$ cat src/rtl/spi_tx_pkg.sv
// Shared types for the SPI transmit feeder: byte width and the frame sequencer states.
package spi_tx_pkg;

    localparam int BYTE_W = 8;

    typedef enum logic [1:0] {
        IDLE  = 2'd0,
        ISSUE = 2'd1,
        WAIT  = 2'd2,
        GAP   = 2'd3
    } state_t;

endpackage

$ cat src/rtl/spi_tx_fifo.sv
// Byte FIFO with show-ahead read data, exact occupancy count and a sticky overflow flag.
// DEPTH must be a power of two so the pointers wrap naturally.
module spi_tx_fifo
    import spi_tx_pkg::*;
#(
    parameter int DEPTH = 8
) (
    input  logic                   clk,
    input  logic                   rst,
    input  logic                   wr_en,
    input  logic [BYTE_W-1:0]      wr_data,
    input  logic                   rd_en,
    output logic [BYTE_W-1:0]      rd_data,
    output logic                   full,
    output logic                   empty,
    output logic [$clog2(DEPTH):0] count,
    output logic                   overflow
);

    localparam int AW = $clog2(DEPTH);
    localparam int CW = AW + 1;

    logic [BYTE_W-1:0] mem [DEPTH];
    logic [AW-1:0]     wr_ptr;
    logic [AW-1:0]     rd_ptr;
    logic              do_wr;
    logic              do_rd;

    // Full is judged on the pre-edge count, so a write racing a pop while full is dropped.
    assign full    = (count == CW'(DEPTH));
    assign empty   = (count == '0);
    assign do_wr   = wr_en && !full;
    assign do_rd   = rd_en && !empty;
    assign rd_data = mem[rd_ptr];

    always_ff @(posedge clk or negedge rst) begin
        if (!rst) begin
            wr_ptr   <= '0;
            rd_ptr   <= '0;
            count    <= '0;
            overflow <= 1'b0;
        end else begin
            if (do_wr)
                wr_ptr <= wr_ptr + 1'b1;
            if (do_rd)
                rd_ptr <= rd_ptr + 1'b1;
            if (wr_en && full)
                overflow <= 1'b1;
            case ({do_wr, do_rd})
                2'b10:   count <= count + 1'b1;
                2'b01:   count <= count - 1'b1;
                default: ;
            endcase
        end
    end

    always_ff @(posedge clk) begin
        if (do_wr)
            mem[wr_ptr] <= wr_data;
    end

endmodule

$ cat src/rtl/spi_tx_feeder.sv
// Feeds buffered host bytes to the SPI master one frame at a time: newd request, wait for
// completion, inter-frame gap. Define SPI_TX_TIMEOUT_EN to add the ISSUE+WAIT watchdog.
module spi_tx_feeder
    import spi_tx_pkg::*;
#(
    parameter int DEPTH       = 8,
    parameter int NEWD_CYCLES = 8,
    parameter int GAP_CYCLES  = 4
`ifdef SPI_TX_TIMEOUT_EN
    , parameter int TIMEOUT   = 1024
`endif
) (
    input  logic                   clk,
    input  logic                   rst,
    input  logic                   wr_en,
    input  logic [BYTE_W-1:0]      wr_data,
    output logic                   full,
    output logic                   empty,
    output logic [$clog2(DEPTH):0] count,
    output logic                   overflow,
    output logic                   newd,
    output logic [BYTE_W-1:0]      din,
    input  logic                   done_sending,
    output logic                   busy
`ifdef SPI_TX_TIMEOUT_EN
    , output logic                 timeout_err
`endif
);

    localparam int PH_MAX = (NEWD_CYCLES > GAP_CYCLES) ? NEWD_CYCLES : GAP_CYCLES;
    localparam int PH_W   = $clog2(PH_MAX) + 1;

    state_t            state, state_d;
    logic [PH_W-1:0]   ph_cnt, ph_cnt_d;
    logic              done_pend, done_pend_d;
    logic [1:0]        done_pipe;
    logic              done_rise;
    logic              pop;
    logic              to_hit;
    logic [BYTE_W-1:0] head;

    spi_tx_fifo #(.DEPTH(DEPTH)) u_fifo (
        .clk      (clk),
        .rst      (rst),
        .wr_en    (wr_en),
        .wr_data  (wr_data),
        .rd_en    (pop),
        .rd_data  (head),
        .full     (full),
        .empty    (empty),
        .count    (count),
        .overflow (overflow)
    );

    // Registered completion, then rising-edge detect: a held level counts once.
    always_ff @(posedge clk or negedge rst) begin
        if (!rst)
            done_pipe <= '0;
        else
            done_pipe <= {done_pipe[0], done_sending};
    end
    assign done_rise = done_pipe[0] && !done_pipe[1];

`ifdef SPI_TX_TIMEOUT_EN
    localparam int TO_W = $clog2(TIMEOUT) + 1;

    logic [TO_W-1:0] to_cnt;
    logic            terr_q;

    // A completion seen in the same cycle as the limit wins over the timeout.
    assign to_hit = (state == ISSUE || state == WAIT) && (to_cnt == TO_W'(TIMEOUT - 1))
                    && !(done_rise || done_pend);

    always_ff @(posedge clk or negedge rst) begin
        if (!rst) begin
            to_cnt <= '0;
            terr_q <= 1'b0;
        end else begin
            if (pop)
                to_cnt <= '0;
            else if (state == ISSUE || state == WAIT)
                to_cnt <= to_cnt + 1'b1;
            if (to_hit)
                terr_q <= 1'b1;
        end
    end
    assign timeout_err = terr_q;
`else
    assign to_hit = 1'b0;
`endif

    always_ff @(posedge clk or negedge rst) begin
        if (!rst) begin
            state     <= IDLE;
            ph_cnt    <= '0;
            done_pend <= 1'b0;
            din       <= '0;
        end else begin
            state     <= state_d;
            ph_cnt    <= ph_cnt_d;
            done_pend <= done_pend_d;
            if (pop)
                din <= head;
        end
    end

    always_comb begin
        state_d     = state;
        ph_cnt_d    = ph_cnt;
        done_pend_d = done_pend;
        pop         = 1'b0;
        case (state)
            IDLE: begin
                if (!empty) begin
                    pop         = 1'b1;
                    state_d     = ISSUE;
                    ph_cnt_d    = '0;
                    done_pend_d = 1'b0;
                end
            end
            ISSUE: begin
                // An early completion is remembered and honoured on the first WAIT cycle.
                if (done_rise)
                    done_pend_d = 1'b1;
                if (to_hit) begin
                    state_d  = GAP;
                    ph_cnt_d = '0;
                end else if (ph_cnt == PH_W'(NEWD_CYCLES - 1)) begin
                    state_d  = WAIT;
                    ph_cnt_d = '0;
                end else begin
                    ph_cnt_d = ph_cnt + 1'b1;
                end
            end
            WAIT: begin
                if (done_rise || done_pend) begin
                    state_d     = GAP;
                    ph_cnt_d    = '0;
                    done_pend_d = 1'b0;
                end else if (to_hit) begin
                    state_d  = GAP;
                    ph_cnt_d = '0;
                end
            end
            GAP: begin
                if (ph_cnt == PH_W'(GAP_CYCLES - 1))
                    state_d = IDLE;
                else
                    ph_cnt_d = ph_cnt + 1'b1;
            end
            default: state_d = IDLE;
        endcase
    end

    assign newd = (state == ISSUE);
    assign busy = (state != IDLE);

endmodule

$ cat config.mk
export PLATFORM = sky130hd
export DESIGN_NAME = spi_tx_feeder
export DESIGN_NICKNAME = d
export VERILOG_FILES = /design/src/rtl/spi_tx_pkg.sv /design/src/rtl/spi_tx_fifo.sv /design/src/rtl/spi_tx_feeder.sv
export SDC_FILE = /design/constraint.sdc
export NUM_CORES = 1
export LEC_CHECK = 0
export ABC_AREA = 0
export BUFFER_PORTS_ARGS = -buffer_cell sky130_fd_sc_hd__buf_2
export CELL_PAD_IN_SITES_DETAIL_PLACEMENT = 0
export CELL_PAD_IN_SITES_GLOBAL_PLACEMENT = 2
export CORE_MARGIN = 1
export CORE_UTILIZATION = 35
export DETAILED_ROUTE_END_ITERATION = 6
export GPL_TIMING_DRIVEN = 0
export MAX_ROUTING_LAYER = met4
export PLACE_DENSITY = 0.76
export SLEW_MARGIN = 20
export SYNTH_ARGS = -nofsm -noshare
export SYNTH_HDL_FRONTEND = slang
export SYNTH_SLANG_ARGS = --single-unit
$ cat constraint.sdc
create_clock -name clk -period 2.9 [get_ports clk]
set_input_delay 0.435 -clock clk [delete_from_list [all_inputs] [get_ports clk]]
set_output_delay 0.435 -clock clk [all_outputs]
set_load 0.005 [all_outputs]
; Word-level counts from Yosys, hierarchy flattened
; Memories as Yosys holds them, arrays and structs flattened. A register that Yosys moved wholly into a read port is not among the register bits.
; Index checks and enable logic that the tools add are counted.
[word_totals]
register_bits = 20
ramBits = 64
in_bits = 12
word_cells = 64
n_memories = 1
[mem_list]
columns = name, words, word_bits, read_ports, rd_ports_with_merged_regs, wr, line
row1 = u_fifo.mem, 8, 8, 1, 1, 1, spi_tx_fifo.sv:23  ; logic [BYTE_W-1:0] mem [DEPTH];
[classes]
n_addsub = 5
eq_ne = 14
muxes = 19
n_reduce_logical = 17
[op_table]
columns = operator, n
row1 = two-way mux 4 bit, 4
row2 = one-hot mux 4 bit (4 select lines), 1
row3 = "adder 4 x 1 -> 4 bit, second input constant", 2
row4 = two-way mux 2 bit, 4
row5 = "!= test 2 bit, second input constant", 4
row6 = one-hot mux 2 bit (4 select lines), 1
row7 = one-hot mux 4 bit (2 select lines), 1
row8 = AND reduction 4 bit, 2
row9 = two-way mux 1 bit, 7
row10 = "adder 3 x 1 -> 3 bit, second input constant", 2
row11 = "equality test 2 bit, second input constant", 3
row12 = "equality test 2 x 1 -> 1 bit, second input constant", 2
row13 = "equality test 4 x 2 -> 1 bit, second input constant", 1
row14 = "equality test 4 x 3 -> 1 bit, second input constant", 1
row15 = "equality test 4 bit, second input constant", 1
row16 = logical AND 1 bit, 4
row17 = zero test 1 bit, 4
row18 = zero test 4 bit, 1
row19 = "!= test 2 x 1 -> 1 bit, second input constant", 2
row20 = nonzero test 2 bit, 2
row21 = "subtractor 4 x 1 -> 4 bit, second input constant", 1
row22 = one-hot mux 1 bit (3 select lines), 1
row23 = AND reduction 3 bit, 1
row24 = nonzero test 3 bit, 1
row25 = 2 further kinds, 2

; Longest topological paths before layout
; Gate-level depths: netlist of the first run.
[depth]
ltp_word = 6
mapped_depth = 12
depth_no_buf = 11

; Hierarchy
; Synthesis of the first run repeated with hierarchy kept, for this count alone.
[unflattened]
cells_unflattened = 228
hier_area_um2 = 3990.1
[by_module_without_submodules]
columns = module, instances, cells_each, area_per_inst_um2
row1 = spi_tx_fifo, 1, 162, 3156.8
row2 = spi_tx_feeder, 1, 66, 833.3

; Worst setup path before layout of the first run
; OpenSTA, ideal clock, no wires.
[synth_path]
kind = register -> register
startpoint = reg u_fifo.count[1]
endpoint = reg u_fifo.count[2]
arrival_ps = 2269
required_ps = 2767
slack_ps = 498
stages_incl_launch_ff = 13
path_buffers = 2
period_less_slack_ps = 2402
path_cell_list = dfrtp_1 > buf_2 > nor4_4 > nand2b_1 > buf_2 > inv_1 > ha_1 > xor2_1 > ha_1 > a21oi_1 > xor2_1 > nor2_1 > xor2_1
[synth_via]
elab_chain_len = 6
[synth_rtl]
columns = element, line
row1 = "start, declared", spi_tx_fifo.sv:16  ; output logic [$clog2(DEPTH):0] count,
row2 = "start signal, assigned", spi_tx_fifo.sv:50  ; 2'b10: count <= count + 1'b1;
row3 = "start signal, assigned", spi_tx_fifo.sv:51  ; 2'b01: count <= count - 1'b1;
row4 = zero test 4 bit *, spi_tx_fifo.sv:31  ; assign empty = (count == '0);
row5 = net empty, spi_tx_feeder.sv:18  ; output logic empty,
row6 = two-way mux 1 bit *, spi_tx_feeder.sv:114  ; if (!empty) begin
row7 = two-way mux 1 bit *, spi_tx_feeder.sv:112  ; case (state)
row8 = net pop, spi_tx_feeder.sv:38  ; logic pop;
row9 = logical AND 1 bit *, spi_tx_fifo.sv:33  ; assign do_rd = rd_en && !empty;
row10 = equality test 2 x 1 -> 1 bit or equality test 2 bit (tied branches), spi_tx_fifo.sv:49  ; case ({do_wr, do_rd})
row11 = one-hot mux 4 bit (2 select lines) or nonzero test 2 bit (tied branches), n/a
; Mark *: on every way through the listed nets, which the timed path passes. The rest lies on a longest branch.
; A chain may end at the register's enable or synchronous reset.

; Worst setup path in the final report of the first run
[layout_path]
startpoint = reg u_fifo.count[1]
endpoint = reg u_fifo.count[2]
[layout_via]
elab_chain_len = 6
[layout_rtl]
columns = element, line
row1 = zero test 4 bit *, spi_tx_fifo.sv:31
row2 = two-way mux 1 bit *, spi_tx_feeder.sv:114
row3 = two-way mux 1 bit *, spi_tx_feeder.sv:112
row4 = net pop, spi_tx_feeder.sv:38
row5 = logical AND 1 bit *, spi_tx_fifo.sv:33
row6 = equality test 2 x 1 -> 1 bit or equality test 2 bit (tied branches), spi_tx_fifo.sv:49
row7 = one-hot mux 4 bit (2 select lines) or nonzero test 2 bit (tied branches), n/a
; Marks and branches as above.

==> impl_results.md, run 1 <==
- HP Class: in -> async
- Yosys warns: 0
- Synth area leader: edfxtp_1
- Iter 0 DRT Violations: 137
- CTS Buf Count: 9
- DRC viols: 2
- Clock skew: 11.2 ps
- Die height: 107 um
- Post-CTS Setup Inserts: 0
- WP data required: 3140 ps
- Unrepaired setup endpoints after global routing: false
- Die ar.: 11500 um2
- Main synth FF type: edfxtp_1
- Yosys top cell area share: 0.495
- Endpoints failing setup: 0
- CTS tree: built
- 1st-pass router iterations: 6
- Cell Chain, Critical Path: buf_2, nor4_4, nand2b_1, buf_2, inv_1, ha_1, xor2_1, ha_1, a21oi_1, xor2_1, nor2_1, xor2_1
- CP Buf/Inv Count: 3
- CP Data Arrival Time: 2880 ps
- #FFs+latches synth: 92
- Layout Nets: 326
- CP most frequent cell: xor2_1
- Initial Utilization: 0.358
- CP max-delay cell: dfrtp_1
- Core Region: 10800 um2
- Final wirelength: 6.96 mm
- Cell Area, Synth: 3880 um2
- Max-cap check violation count: 0
- Critical path peak fanout: 10
- Crit. End Element: flip-flop
- Final WS setup: 256 ps
- Sink Count: 92
- Routed wire per std cell: 15.5 um
- Share of layout cells above drive strength 1: 0.240
- Async set or reset register ratio after synthesis: 0.304
- Clock Tree Buf Depth: 2
- Final HPWL from detailed placement: 4.74 mm
- Max-slew violations: 0
- Die width: 107 um
- Root Driver: clkbuf_8
- Final hold slack: 92.1 ps
- Post-synth EDFFs: 64
- First-pass GRT wire length: 11.3 mm
- P_leak: 1.69 nW
- Vias/cell: 4.80
- Status: finished with violations
- Largest net degree at the start of global routing: 29
- Critical Path Source Type: flip-flop
- Setup TNS: 0 ps
- Tmin final: 2640 ps
- Worst skew pair latency: 370 ps
- Syn Inst Count: 264
- R2R depth: 12
- Failing checks: DRC
- Vias in the first global route: 2169
- CP delay by family, top: simple AND/OR/NAND/NOR gates
- Fin. Hold Viols: 0
- CP Depth: 12
- CTS clk-pin slew, worst paths: 80 ps
- Total gr overflow: 0
- Syn nets: 287
- H-tree Lvls: 3
- Setup WS pre-CTS: 250 ps
- Cts hold-fix bufs: 0
- Worst-margin pin slew: 776 ps
- Fin crit share: 0.912
- Peak VDD IR: 292 uV
- Filler Cells Inserted: 1021
- Diodes inserted: 0
- Synth cell types: 33
- Sequential area share after synthesis: 0.675
- Slew HR: 0.481
- GPL Wtd Cong: 0.746
- Total track usage: 0.138
- Routed vias: 2152
- CP peak stage delay: 370 ps
- P&R area growth vs syn: 12.9%
- Port buffer count: 28
- Number of antenna violations at the first check in global routing: 0
- Kind of critical path: reg -> reg
- Post-route ant nets: 0
- Row Count: 38
- P per Cell Area: 988 nW/um2
- Fmax: 378 MHz
- Area contributors post-synth: edfxtp_1 50%, dfrtp_1 18%, mux2_2 5.5%
- Ports: 29
- Post-cts sizing count: 0
- Syn Area/Cell: 14.7 um2
per-stage QoR:
step	cell area, um2	instances	utilization	power [mW]
after floorplan	3880	264	-	3.11
after global placement	4200	432	0.387	3.56
after detailed placement	4210	432	0.388	3.60
after CTS	4380	448	0.404	4.38
after global routing	4380	448	0.404	4.63
final	4380	448	0.404	4.33
synth_stat cells (all sizes together) (2+ instances only):
library cell and n:
a21oi 7, a221o 8, buf 9, dfrtp 28, edfxtp 64, ha 11
inv 8, mux2 19, mux2i 18, nand2 24, nand2b 8, nor2 16
nor2b 2, nor3 2, o21ai 11, o22ai 9, xnor2 5, xor2 3
report_power, final:
part / total [mW] / internal, mW / switching [mW]
Combinational: 1.62 / 0.751 / 0.873
Clock: 0.782 / 0.339 / 0.442
Sequential: 1.92 / 1.73 / 0.198
routing by layer:
layer | share of wire | GRT usage
met1 | 0.48 | 0.173
met2 | 0.48 | 0.215
met3 | 0.034 | 0.0381
met4 | 0.0098 | 0.0528
met5 | 0 | -
path summary, 6_finish.rpt:
path,slack [ps],startpoint,endpoint
min,90,rst,state[0]
min reg2reg,380,done_pipe[0],done_pipe[1]
max reg2reg,260,u_fifo.count[1],u_fifo.count[2]
max in group asynchronous,2390,rst,u_fifo.count[2]
min in group clk,180,done_sending,done_pipe[0]
max,260,u_fifo.count[1],u_fifo.count[2]
layout make-up:
| type | count | area [um2] | share of cell area |
|---|---|---|---|
| buffer | 9 | 62.6 | 0.0143 |
| clock buffer | 13 | 149 | 0.0340 |
| clock inverter | 3 | 25.0 | 0.00571 |
| inverter | 8 | 30.0 | 0.00685 |
| multi-input combinational | 155 | 1180 | 0.269 |
| sequential | 92 | 2620 | 0.599 |
| tap | 140 | 175 | 0.0400 |
| timing repair buffer | 28 | 140 | 0.0320 |
flip-flops by register name, indices dropped and copies added (netlist names):
name,count
din,8
u_fifo.mem,64
state,2
ph_cnt,4
done_pipe,2
done_pend,1
u_fifo.wr_ptr,3
u_fifo.overflow,1
u_fifo.count,4
u_fifo.rd_ptr,3
cell usage in the layout (no fill, tap or decap), types with 2 or more instances in the layout:
cell,count
xor2_1,3
nor3_2,2
xnor2_1,5
o21ai_0,11
clkbuf_1,3
o22ai_1,9
clkinv_4,2
a21oi_1,7
inv_1,8
nor2_1,16
clkbuf_8,10
nand2_1,24
nor2b_1,2
buf_6,2
ha_1,11
buf_2,30
dfrtp_1,28
buf_1,2
a221o_1,8
buf_4,3
mux2_2,19
nand2b_1,8
edfxtp_1,64
mux2i_1,18
kinds of logic (layout without fill, tap and decap cells):
logic type / count (synthesis) / in the layout / synth area share
DFF: 92 / 92 / 0.675
AOI/OAI and AO/OA: 40 / 40 / 0.0696
and+or+nand+nor: 59 / 59 / 0.0761
buffers and inverters: 17 / 61 / 0.0238
muxes: 37 / 37 / 0.102
adders and majority gates: 11 / 11 / 0.0354
xor gates and xnor gates: 8 / 8 / 0.0180
Note: power is estimated with default switching activity, not from simulation.
==> run 2: changes to the inputs <==
PLACE_DENSITY = 0.79   (was 0.76)
clock period = 2.39 ns   (was 2.9 ns; I/O delays follow)
==> run 2 against run 1 <==
Effect of this change:
- the flow now finishes without violations
- combinational power rose by 28%
- register-to-register slack got worse by 50 ps
- non-clock buffer count rose by 2
- fmax rose by 21%
- die area did not move
- clock-buffer cell count fell by 2
- worst hold slack got worse by 80 ps
- via count fell by 0.33%
- sequential power rose by 22%
- clock skew fell by 0.51 ps
- global-route usage fell by 0.23 points
- highest routed layer unchanged
==> impl_results.md, run 2 (synthesis gave the netlist of run 1 again) <==
- Status: finished clean
- Routed wire per std cell: 15.6 um
- Slew HR: 0.465
- DRC viols: 0
- CP peak stage delay: 470 ps
- Largest net degree at the start of global routing: 29
- Reg2reg end: u_fifo.count[2]
- Clock skew: 10.7 ps
- Most frequent cells in the layout: 64 x edfxtp_1, 28 x buf_2, 26 x dfrtp_1, 24 x nand2_1, 19 x mux2_2
- Flop2flop setup slack: 200 ps
- P per Cell Area: 1220 nW/um2
- Post-Place Cells: 432
- Routed vias: 2145
- First-pass GRT wire length: 11.1 mm
- Grt met2 use: 0.199
- Worst skew pair latency: 360 ps
- Cell Chain, Critical Path: nor4_4, nand2b_4, inv_2, ha_4, xor2_1, ha_1, a21oi_2, xor2_1, nor2_1, xor2_1
- M3 GR Usage: 0.0291
- HP Class: in -> async
- Final Non-Filler Cells: 450
- Largest regs: u_fifo.mem x64, din x8
- CTS Buf Count: 9
- Fin crit share: 0.915
- Die ar.: 11500 um2
- Die width: 107 um
- Root Driver: clkbuf_8
- Crit. End Element: flip-flop
- Setup TNS: 0 ps
- Tot Pwr: 5.44 mW
- Initial Utilization: 0.358
- Ports: 29
- Max-cap check violation count: 0
- Final HPWL from detailed placement: 4.69 mm
- R2R depth: 10
- Total track usage: 0.136
- Iter 0 DRT Violations: 133
- Peak VDD IR: 410 uV
- Diodes inserted: 0
- Row Count: 38
- Vias/cell: 4.77
- Die height: 107 um
- GPL Wtd Cong: 0.757
- Worst r2r src: u_fifo.count[0]
- WP data required: 2630 ps
- Clock Tree Buf Depth: 2
- CTS tree: built
- CP max-delay cell: dfrtp_2
- Number of antenna violations at the first check in global routing: 0
- H-tree Lvls: 3
- Design area: 4460 um2
- Most common cell after layout, fill and taps aside: edfxtp_1
- GR peak layer: met2
- Port buffer count: 28
- Vias in the first global route: 2095
- P_leak: 1.72 nW
- Kind of critical path: reg -> reg
- Final wirelength: 7.01 mm
- Setup WS pre-CTS: -231 ps
- 1st-pass router iterations: 4
- Tmin final: 2190 ps
- Filler Cells Inserted: 1028
- Critical path peak fanout: 10
- Unrepaired setup endpoints after global routing: false
- Max-slew violations: 0
- Endpoints failing setup: 0
- Share of layout cells above drive strength 1: 0.274
- Dpl cell area: 4210 um2
- Final WS setup: 203 ps
- Post-route ant nets: 0
- Worst-margin pin slew: 798 ps
- Core Region: 10800 um2
- Register bank with the most flops: u_fifo.mem
- Cts hold-fix bufs: 0
- Fmax: 457 MHz
- CTS clk-pin slew, worst paths: 90 ps
- Sink Count: 92
- P&R area growth vs syn: 14.8%
- Max reg flops: 64
- GR Util met1: 0.182
- CP Data Arrival Time: 2420 ps
- Fin. Hold Viols: 0
- Layout Nets: 328
- CP most frequent cell: xor2_1
- Critical Path Source Type: flip-flop
- Total gr overflow: 0
[run 2: cell count changes in the layout (fill, tap and decap cells not counted), moves of 2 or more]
cell     previous run  this run
buf_2              30        28
buf_4               3         7
dfrtp_1            28        26
dfrtp_2             0         2
inv_1               8         6
inv_2               0         2
[run 2: how the worst max path moves through the flow]
stage / slack, ps / depth (start not counted) / startpoint / to
2_1_floorplan: 20 / 11 / u_fifo.count[0] / u_fifo.count[2]
6_report: 200 / 10 / u_fifo.count[0] / u_fifo.count[2]
4_1_cts: 10 / 12 / u_fifo.count[1] / u_fifo.count[2]
3_5_place_dp: -230 / 11 / u_fifo.count[0] / u_fifo.count[2]
5_1_grt: 20 / 11 / u_fifo.count[1] / u_fifo.count[2]
3_3_place_gp: -210 / 11 / u_fifo.count[0] / u_fifo.count[2]
[run 2: timing repair]
action,4_1_cts,5_1_grt
gates cloned,0,0
buffers inserted,1,2
gates resized for setup,8,5
pin swaps,1,2
hold endpoints to repair,0,0
endpoints found under the setup margin,3,2
[run 2: cell type report]
class	count	area, um2	share of cell area
plain buffers	8	60.1	0.0135
flip-flops and latches	92	2630	0.589
repair buffers	31	163	0.0365
clock buffers	11	131	0.0295
clock inverters	5	61.3	0.0138
multi-input cells	155	1210	0.272
inverters	8	30.0	0.00674
well taps	140	175	0.0393
[run 2: worst max-delay path, delay by kind of cell, from the launching register on]
kind / cells / cell delay [ps]
adder cells (fa/ha/maj): 2 / 370
buffers and inverters: 1 / 90
AND/OR/NAND/NOR: 3 / 590
flip-flops: 1 / 470
AO/OA/AOI/OAI: 1 / 120
XOR/XNOR: 3 / 420
[run 2: per-stage QoR]
step | hold slack (ps) | util
after floorplan | 62.9 | -
after global placement | 363 | 0.387
after detailed placement | 373 | 0.388
after CTS | 35.2 | 0.409
after global routing | 75.7 | 0.411
final | 12.2 | 0.411
[run 2: where the power goes]
part / switching, mW / internal (mW)
Combinational: 1.10 / 0.968
Clock: 0.542 / 0.490
Sequential: 0.239 / 2.10
Total: 1.88 / 3.56
[run 2: routing by layer]
layer,vias to the layer above,part of all wire
li1,1056,-
met1,1046,0.50
met2,32,0.45
met3,11,0.034
met4,0,0.015
met5,-,0
==> run 3: changes to the inputs <==
clock period = 2 ns   (was 2.39 ns; I/O delays follow)
==> run 3 against run 2 <==
Effect of this change:
- the flow now finishes with violations (setup timing)
- worst hold slack better by 24 ps
- clock-buffer cell count down 2
- global-route usage up 0.32 points
- clock power up 39%
- setup slack worse by 350 ps
- largest cell class unchanged
- highest routed layer unchanged
==> impl_results.md, run 3 (synthesis gave the netlist of run 1 again) <==
- Largest net degree at the start of global routing: 29
- P_leak: 1.78 nW
- Vias in the first global route: 2198
- Filler Cells Inserted: 987
- Initial Utilization: 0.358
- Hold EP: done_pipe[0]
- Share of layout cells above drive strength 1: 0.324
- DRC viols: 0
- Total track usage: 0.139
- Kind of critical path: reg -> reg
- Number of antenna violations at the first check in global routing: 0
- Tot Pwr: 6.88 mW
- Status: finished with violations
- Most frequent cells in the layout: 64 x edfxtp_1, 28 x buf_2, 26 x dfrtp_1, 24 x nand2_1, 19 x mux2_2
- Failing checks: setup timing
- Crit path launch: u_fifo.count[0]
- Most common cell after layout, fill and taps aside: edfxtp_1
- Die height: 107 um
- Slew HR: 0.581
- Post-route ant nets: 0
- First-pass GRT wire length: 11.5 mm
- H-tree Lvls: 3
- CP max-delay cell: dfrtp_2
- Diodes inserted: 0
- WHS Path Cells: 1
- CP Data Arrival Time: 2400 ps
- Die ar.: 11500 um2
- Critical path peak fanout: 4
- Crit. End Element: flip-flop
- Seq. cell area: 2630 um2
- Die width: 107 um
- 1st-pass router iterations: 4
- Critical Path Source Type: flip-flop
- Worst skew pair latency: 370 ps
- Setup TNS: -242 ps
- Design area: 4630 um2
- Max-slew violations: 0
- Tmin final: 2140 ps
- Worst-margin pin slew: 628 ps
- Final WS setup: -143 ps
- GPL Wtd Cong: 0.761
- HP Class: in -> reg
- WP data required: 2260 ps
- Fin crit share: 1.07
- Port buffer count: 28
- Total gr overflow: 0
- Clock skew: 11.3 ps
- Final HPWL from detailed placement: 4.66 mm
- Endpoints failing setup: 3
- Clock Tree Buf Depth: 2
- CTS Buf Count: 9
- Routed wire per std cell: 15.0 um
- P per Cell Area: 1490 nW/um2
- Hold_sp: done_sending
- CP peak stage delay: 450 ps
- Post-Place Cells: 432
- Reg2reg end: u_fifo.count[2]
- Root Driver: clkbuf_8
- CP most frequent cell: xor2_1
- CTS tree: built
- Flop2flop setup slack: -140 ps
- Ports: 29
- P&R area growth vs syn: 19.2%
- Routed vias: 2171
- R2R depth: 11
- Max reg flops: 64
- Dpl cell area: 4230 um2
- Fin. Hold Viols: 0
- CTS clk-pin slew, worst paths: 90 ps
- Register bank with the most flops: u_fifo.mem
- Final Non-Filler Cells: 458
- Layout Nets: 336
- Cell Chain, Critical Path: buf_6, nor4_4, nand2b_4, inv_4, ha_4, xor2_1, ha_2, a21oi_2, xor2_1, nor2_1, xor2_1
- Core Region: 10800 um2
- Area of the multi-input gates: 1260 um2
- Largest regs: u_fifo.mem x64, din x8
- Unrepaired setup endpoints after global routing: true
- Iter 0 DRT Violations: 150
- Peak VDD IR: 439 uV
- Row Count: 38
- Vias/cell: 4.74
- Sink Count: 92
- Max-cap check violation count: 0
- Final wirelength: 6.86 mm
- Fmax: 467 MHz
- Worst r2r src: u_fifo.count[0]
==> run 3: cell count changes in the layout (fill, tap and decap cells not counted), sizes merged <==
cell	previous run	this run
clkinv	3	0
bufinv	1	2
clkbuf	11	9
inv	9	12
dlygate4sd3	0	1
buf	39	46
clkinvlp	0	1
==> run 3: cell type report <==
cell class / instances / area share
sequential: 92 / 0.567
multi-input combinational: 155 / 0.273
timing repair buffer: 39 / 0.0522
tap: 140 / 0.0378
clock buffer: 9 / 0.0268
clock inverter: 7 / 0.0227
buffer: 8 / 0.0138
inverter: 8 / 0.00703
==> run 3: routing by layer <==
| metal | share of wire | global-route usage |
|---|---|---|
| met5 | 0 | - |
| met4 | 0.020 | 0.0587 |
| met3 | 0.040 | 0.0363 |
| met2 | 0.46 | 0.201 |
| met1 | 0.48 | 0.186 |
==> run 3: power breakdown <==
part / internal (mW) / switching, mW
Clock: 0.726 / 0.702
Combinational: 1.29 / 1.37
Sequential: 2.50 / 0.291
Total: 4.52 / 2.37
==> run 3: critical path, delay by kind of cell, from the launching register on <==
family          cells  cell delay, ps
fa+ha+maj           2             330
flops               1             450
compound gates      1             120
xor+xnor            3             420
buf+inv             2             180
simple gates        3             530
==> run 3: how the worst max path moves through the flow <==
stage / slack, ps / to / cells past startpoint
global placement: -550 / u_fifo.mem[1][3] / 5
floorplan: -180 / u_fifo.count[2] / 11
finish: -140 / u_fifo.count[2] / 11
global route: -230 / u_fifo.count[2] / 11
CTS: -170 / u_fifo.count[2] / 12
detailed placement: -330 / u_fifo.count[2] / 11
==> run 3: timing repair <==
action	in CTS	in global routing
pin swaps	5	7
buffers inserted	4	6
resized for setup	18	6
setup endpoints to repair	67	33
endpoints found under the hold margin	28	0
hold buffers	1	0
==> run 3: through the flow <==
| stage | worst slack [ps] | hold slack (ps) | util |
|---|---|---|---|
| finish | -143 | 36.0 | 0.427 |
| global route | -229 | 15.8 | 0.427 |
| CTS | -168 | 24.8 | 0.421 |
| detailed placement | -331 | 374 | 0.390 |
| global placement | -549 | 366 | 0.390 |
| floorplan | -184 | 4.41 | - |
